## config.mk

```make
export PLATFORM = sky130hd
export DESIGN_NAME = lead_count
export DESIGN_NICKNAME = d
export VERILOG_FILES = /design/src/rtl/lead_count.sv
export SDC_FILE = /design/constraint.sdc
export NUM_CORES = 1
export LEC_CHECK = 0
export ABC_AREA = 1
export CELL_PAD_IN_SITES_DETAIL_PLACEMENT = 0
export CELL_PAD_IN_SITES_GLOBAL_PLACEMENT = 2
export CORE_ASPECT_RATIO = 1.75
export CORE_UTILIZATION = 32
export CTS_CLUSTER_DIAMETER = 40
export CTS_CLUSTER_SIZE = 20
export DETAILED_ROUTE_END_ITERATION = 6
export GPL_TIMING_DRIVEN = 1
export HOLD_SLACK_MARGIN = 0.1
export PLACE_DENSITY = 0.9
export SYNTH_ARGS = -nofsm -noshare
export SYNTH_HDL_FRONTEND = slang
export SYNTH_SLANG_ARGS = --single-unit
```

## constraint.sdc

```tcl
create_clock -name clk -period 6.63 [get_ports clk]
set_input_delay 0.9945 -clock clk [delete_from_list [all_inputs] [get_ports clk]]
set_output_delay 0.9945 -clock clk [all_outputs]
set_load 0.02 [all_outputs]
```

## src/rtl/lead_count.sv

```systemverilog
// Leading-zero / leading-one counter with a valid/ready handshake on both sides.
// Define LEAD_COUNT_FAST_EN for the single-cycle priority-encoder build; the default is nibble-serial.
module lead_count (
    input  logic        clk,
    input  logic        rst,
    input  logic [31:0] A,
    input  logic        Op,
    input  logic        in_valid,
    output logic        in_ready,
    output logic [31:0] Result,
    output logic [31:0] Normalized,
    output logic        out_valid,
    input  logic        out_ready
);

    // Handshakes: a transfer happens on a rising clk edge where valid and ready are both 1;
    // in_ready is high only in IDLE and out_valid only in DONE, so the two never overlap.
    typedef enum logic [1:0] {IDLE, SCAN, DONE} state_t;

    state_t      state;
    state_t      state_next;
    logic [31:0] a_reg;
    logic        op_reg;
    logic [31:0] scan_word;
    logic [5:0]  fin_count;
    logic [31:0] fin_norm;
    logic        step_done;

`ifdef LEAD_COUNT_FAST_EN
    // Highest set bit wins because later loop iterations overwrite earlier ones.
    always_comb begin
        scan_word = op_reg ? ~a_reg : a_reg;
        fin_count = 6'd32;
        for (int i = 0; i < 32; i++) begin
            if (scan_word[i]) fin_count = 6'(31 - i);
        end
        fin_norm  = (fin_count == 6'd32) ? 32'd0 : (a_reg << fin_count[4:0]);
        step_done = 1'b1;
    end
`else
    logic [2:0]  idx;
    logic [5:0]  count;
    logic [31:0] shifted_a;
    logic [3:0]  nibble;
    logic [1:0]  nib_lz;

    // Nibble idx sits at bit offset 4*(7-idx), i.e. {~idx, 2'b00}.
    always_comb begin
        scan_word = op_reg ? ~a_reg : a_reg;
        nibble    = scan_word[{~idx, 2'b00} +: 4];
        shifted_a = a_reg << {idx, 2'b00};
        nib_lz    = 2'd3;
        if (nibble[3])      nib_lz = 2'd0;
        else if (nibble[2]) nib_lz = 2'd1;
        else if (nibble[1]) nib_lz = 2'd2;
        step_done = (nibble != 4'd0) || (idx == 3'd7);
        if (nibble != 4'd0) begin
            fin_count = count + {4'd0, nib_lz};
            fin_norm  = shifted_a << nib_lz;
        end else begin
            fin_count = count + 6'd4;
            fin_norm  = 32'd0;
        end
    end

    always_ff @(posedge clk or posedge rst) begin
        if (rst) begin
            idx   <= 3'd0;
            count <= 6'd0;
        end else if (state == IDLE && in_valid) begin
            idx   <= 3'd0;
            count <= 6'd0;
        end else if (state == SCAN) begin
            idx   <= idx + 3'd1;
            count <= count + 6'd4;
        end
    end
`endif

    always_ff @(posedge clk or posedge rst) begin
        if (rst) state <= IDLE;
        else     state <= state_next;
    end

    always_comb begin
        state_next = state;
        in_ready   = 1'b0;
        out_valid  = 1'b0;
        case (state)
            IDLE: begin
                in_ready = 1'b1;
                if (in_valid) state_next = SCAN;
            end
            SCAN: begin
                if (step_done) state_next = DONE;
            end
            DONE: begin
                out_valid = 1'b1;
                if (out_ready) state_next = IDLE;
            end
            default: state_next = IDLE;
        endcase
    end

    // Results only change on entry to DONE, so they hold through and after the output handshake.
    always_ff @(posedge clk or posedge rst) begin
        if (rst) begin
            a_reg      <= 32'd0;
            op_reg     <= 1'b0;
            Result     <= 32'd0;
            Normalized <= 32'd0;
        end else if (state == IDLE && in_valid) begin
            a_reg  <= A;
            op_reg <= Op;
        end else if (state == SCAN && step_done) begin
            Result     <= {26'd0, fin_count};
            Normalized <= fin_norm;
        end
    end

endmodule

```

==> reports/results.tsv <==
stage	metric	value	unit
outcome	outcome	finished, violations left	
outcome	failing checks	DRC	
clocking	clock root buffer	clkbuf_16	
synth	largest family of logic cells by synthesized area	simple AND/OR/NAND/NOR gates	
die	row cnt	60	
synth	xor/xnor share of the synthesized area	0.6839	%
timing	RSZ-0062 raised after global routing	false	
timing	final setup fails	0	
setup_path	endpoint class of the critical path	flop	
flow_run	max-cap viol count	0	
setup_path	crit path buf inv count	3	
clocking	Post-CTS Resized	0	
worst_hold_path	HP Class	flop to flop	
die	die height	169.4	µm
clocking	setup bufs post-CTS	0	
drt	WL per Instance	14.53	µm
synth	Adder-Cell Fraction of Synth Area	0.9770	%
synth	mapped cell area	5122	µm²
grt	vias in the first global route	4524	
finish	multi-input logic area	2678	µm²
setup_path	CP top delay family	simple AND/OR/NAND/NOR gates	
drt	DRT Wirelength	13230	µm
setup_path	CP most frequent cell	nand3_1	
timing	Slew Viols, Final	0	
timing	Setup TNS	0	ps
die	Top-Level Pins	103	
synth	Synth Register Bits	80	
synth	register area share after synthesis	39.08	%
setup_path	Worst EP required	6860	ps
synth	Yosys cell types	32	
synth	Syn Inst Count	671	
placed_design	Area after DPL	5794	µm²
grt	first-pass GRT wire length	22140	µm
synth	most used flip-flop cell after synthesis	dfrtp_1	
grt	initial antenna violation count	0	
clocking	clock-pin slew on the worst setup and hold paths	60	ps
clocking	TritonCTS clock tree	done	
synth	Post-synth EDFFs	0	
synth	cell accounting for the most synthesized area	dfrtp_1	
clocking	H-tree depth	3	
timing	Tightest Pin Transition	1002	ps
finish	Final Core Density	39.28	%
setup_path	Critical Path AT	3890	ps
clocking	CTS buffer count	9	
drt	DRC viols	14	
die	chip width	97.64	µm
drt	Vias/cell	4.998	
timing	Clock Skew	14.74	ps
clocking	later-pin clock latency in the skew report	340	ps
setup_path	slowest cell delay on critical path	780	ps
clocking	clk buf depth	2	
die	Initial Utilization	32.96	%
synth	Syn Area/Cell	7.634	µm²
finish	register area	2002	µm²
placed_design	dpl hpwl	10270	µm
synth	share of async-settable or async-resettable flops after synthesis	100.0	%
placed_design	Final GP Congestion	0.9066	
clocking	clk sink count	80	
synth	most frequent cell after synthesis	nand2_1	
setup_path	CP Cell Sequence	buf_4, inv_2, nand3_1, nand3_1, nand3_1, nand2_2, nand2_4, inv_1, nand3_1, nand3_1, nand2_1	
synth	Post-synth top cells	nand2_1, nand3_1, dfrtp_1	
timing	Fmax	272.8	MHz
drt	drt first pass iters	7	
finish	# nets final	761	
synth	YS warnings	0	
grt	pin count of the biggest net entering global routing	81	
synth	complex-gate fraction of the synthesized area	4.446	%
finish	share of post-route cells with drive strength above 1	11.31	%
grt	grt ovf	0	
finish	Finished Cell Area	6105	µm²
timing	period utilization	55.30	%
timing	min Tclk post-route	3666	ps
setup_path	type of element launching the critical path	flop	
timing	final hold violations	0	
setup_path	CP Class	flop to flop	
drt	initial DRC count	260	
drt	Post-DRT Antenna Nets	0	
die	Die Area	16540	µm²
synth	multiplexer share of the synthesized area	7.377	%
finish	filler cell count	1645	
synth	top cell type's share of synthesized area	39.08	%
setup_path	crit-path max FO	33	
synth	Simple-Gate Fraction of Synth Area	36.81	%
drt	via count	4553	
setup_path	Worst path slowest cell	inv_1	
timing	worst hold margin	477.3	ps
die	Core Region	15540	µm²
synth	largest cells by area after synthesis	dfrtp_1, nand2_1, nand3_1	
finish	Ant. Diodes	0	
clocking	cts hold-fix bufs	0	
timing	Max transition margin	33.20	%
placed_design	port bufs	76	
finish	P&R area growth vs syn	19.17	%
grt	gr usage total	16.78	%
kinds of logic (layout without fill, tap and decap cells):
family / count (synthesis) / count (layout)
XOR/XNOR: 4 / 4
adder cells (fa/ha/maj): 4 / 4
other: 1 / 27
AND/OR/NAND/NOR: 414 / 414
AO/OA/AOI/OAI: 43 / 43
buffers and inverters: 91 / 119
multiplexers: 34 / 34
flip-flops: 80 / 80
per-layer routing:
layer	track usage (%)	vias to the layer above	wire [µm]	part of all wire [%]
met4	7.905	0	417	3.2
met2	31.27	99	7178	54
met3	2.265	20	366	2.8
met5	0	-	0	0
li1	-	2268	-	-
met1	18.66	2166	5271	40
metrics by stage:
stage | cells | worst slack (ps)
2_1_floorplan | 697 | 3584
3_3_place_gp | 895 | 3048
3_5_place_dp | 895 | 2951
4_1_cts | 911 | 2958
5_1_grt | 911 | 2617
6_report | 911 | 2964
worst min-delay path: stages (launching register included):
cell and delay [ps]:
dfrtp_1 340, nand2_1 50, nand2_1 50
layout by cell type, fill, tap and decap left out, types with 2 or more instances in the layout:
cell	synthesis	layout
nand2_1	206	206
nand3_1	154	154
dfrtp_1	80	80
clkdlybuf4s50_1	0	76
mux2_2	30	30
nor2_1	28	28
o21ai_0	27	27
conb_1	1	27
inv_1	17	16
nand3_2	12	12
clkbuf_16	0	9
nand2_2	7	7
a21oi_1	6	6
inv_2	5	5
buf_4	35	5
mux2i_1	4	4
ha_1	4	4
xor2_1	3	3
o22ai_1	3	3
o21ai_1	3	3
inv_6	0	3
nand2_4	2	2
or2_2	2	2
o211ai_1	2	2
clkinv_4	0	2
final timing paths:
kind | startpoint | endpoint | slack (ps) | depth (start not counted)
max | idx[1]$_DFFE_PP0P_ | Normalized[24]$_DFFE_PP0P_ | 2960 | 11
min | Normalized[9]$_DFFE_PP0P_ | Normalized[9]$_DFFE_PP0P_ | 480 | 2
max reg2reg | idx[1]$_DFFE_PP0P_ | Normalized[24]$_DFFE_PP0P_ | 2960 | 11
min reg2reg | Normalized[9]$_DFFE_PP0P_ | Normalized[9]$_DFFE_PP0P_ | 480 | 2
max in group asynchronous | rst | Normalized[31]$_DFFE_PP0P_ | 4700 | 3
min in group asynchronous | rst | state[1]$_DFFE_PP0P_ | 1270 | 3
final cells by class:
class                   count  share of cell area (%)
multi-input cells         526                   43.86
flip-flops and latches     80                   32.79
repair buffers             81                   13.08
well taps                 186                   3.812
clock buffers               9                   3.689
clock inverters             7                   1.394
inverters                  22                   1.373
Power is left out: the tool's default activity adds up to more than one toggle a clock period on the data nets, which glitch-free logic cannot reach.
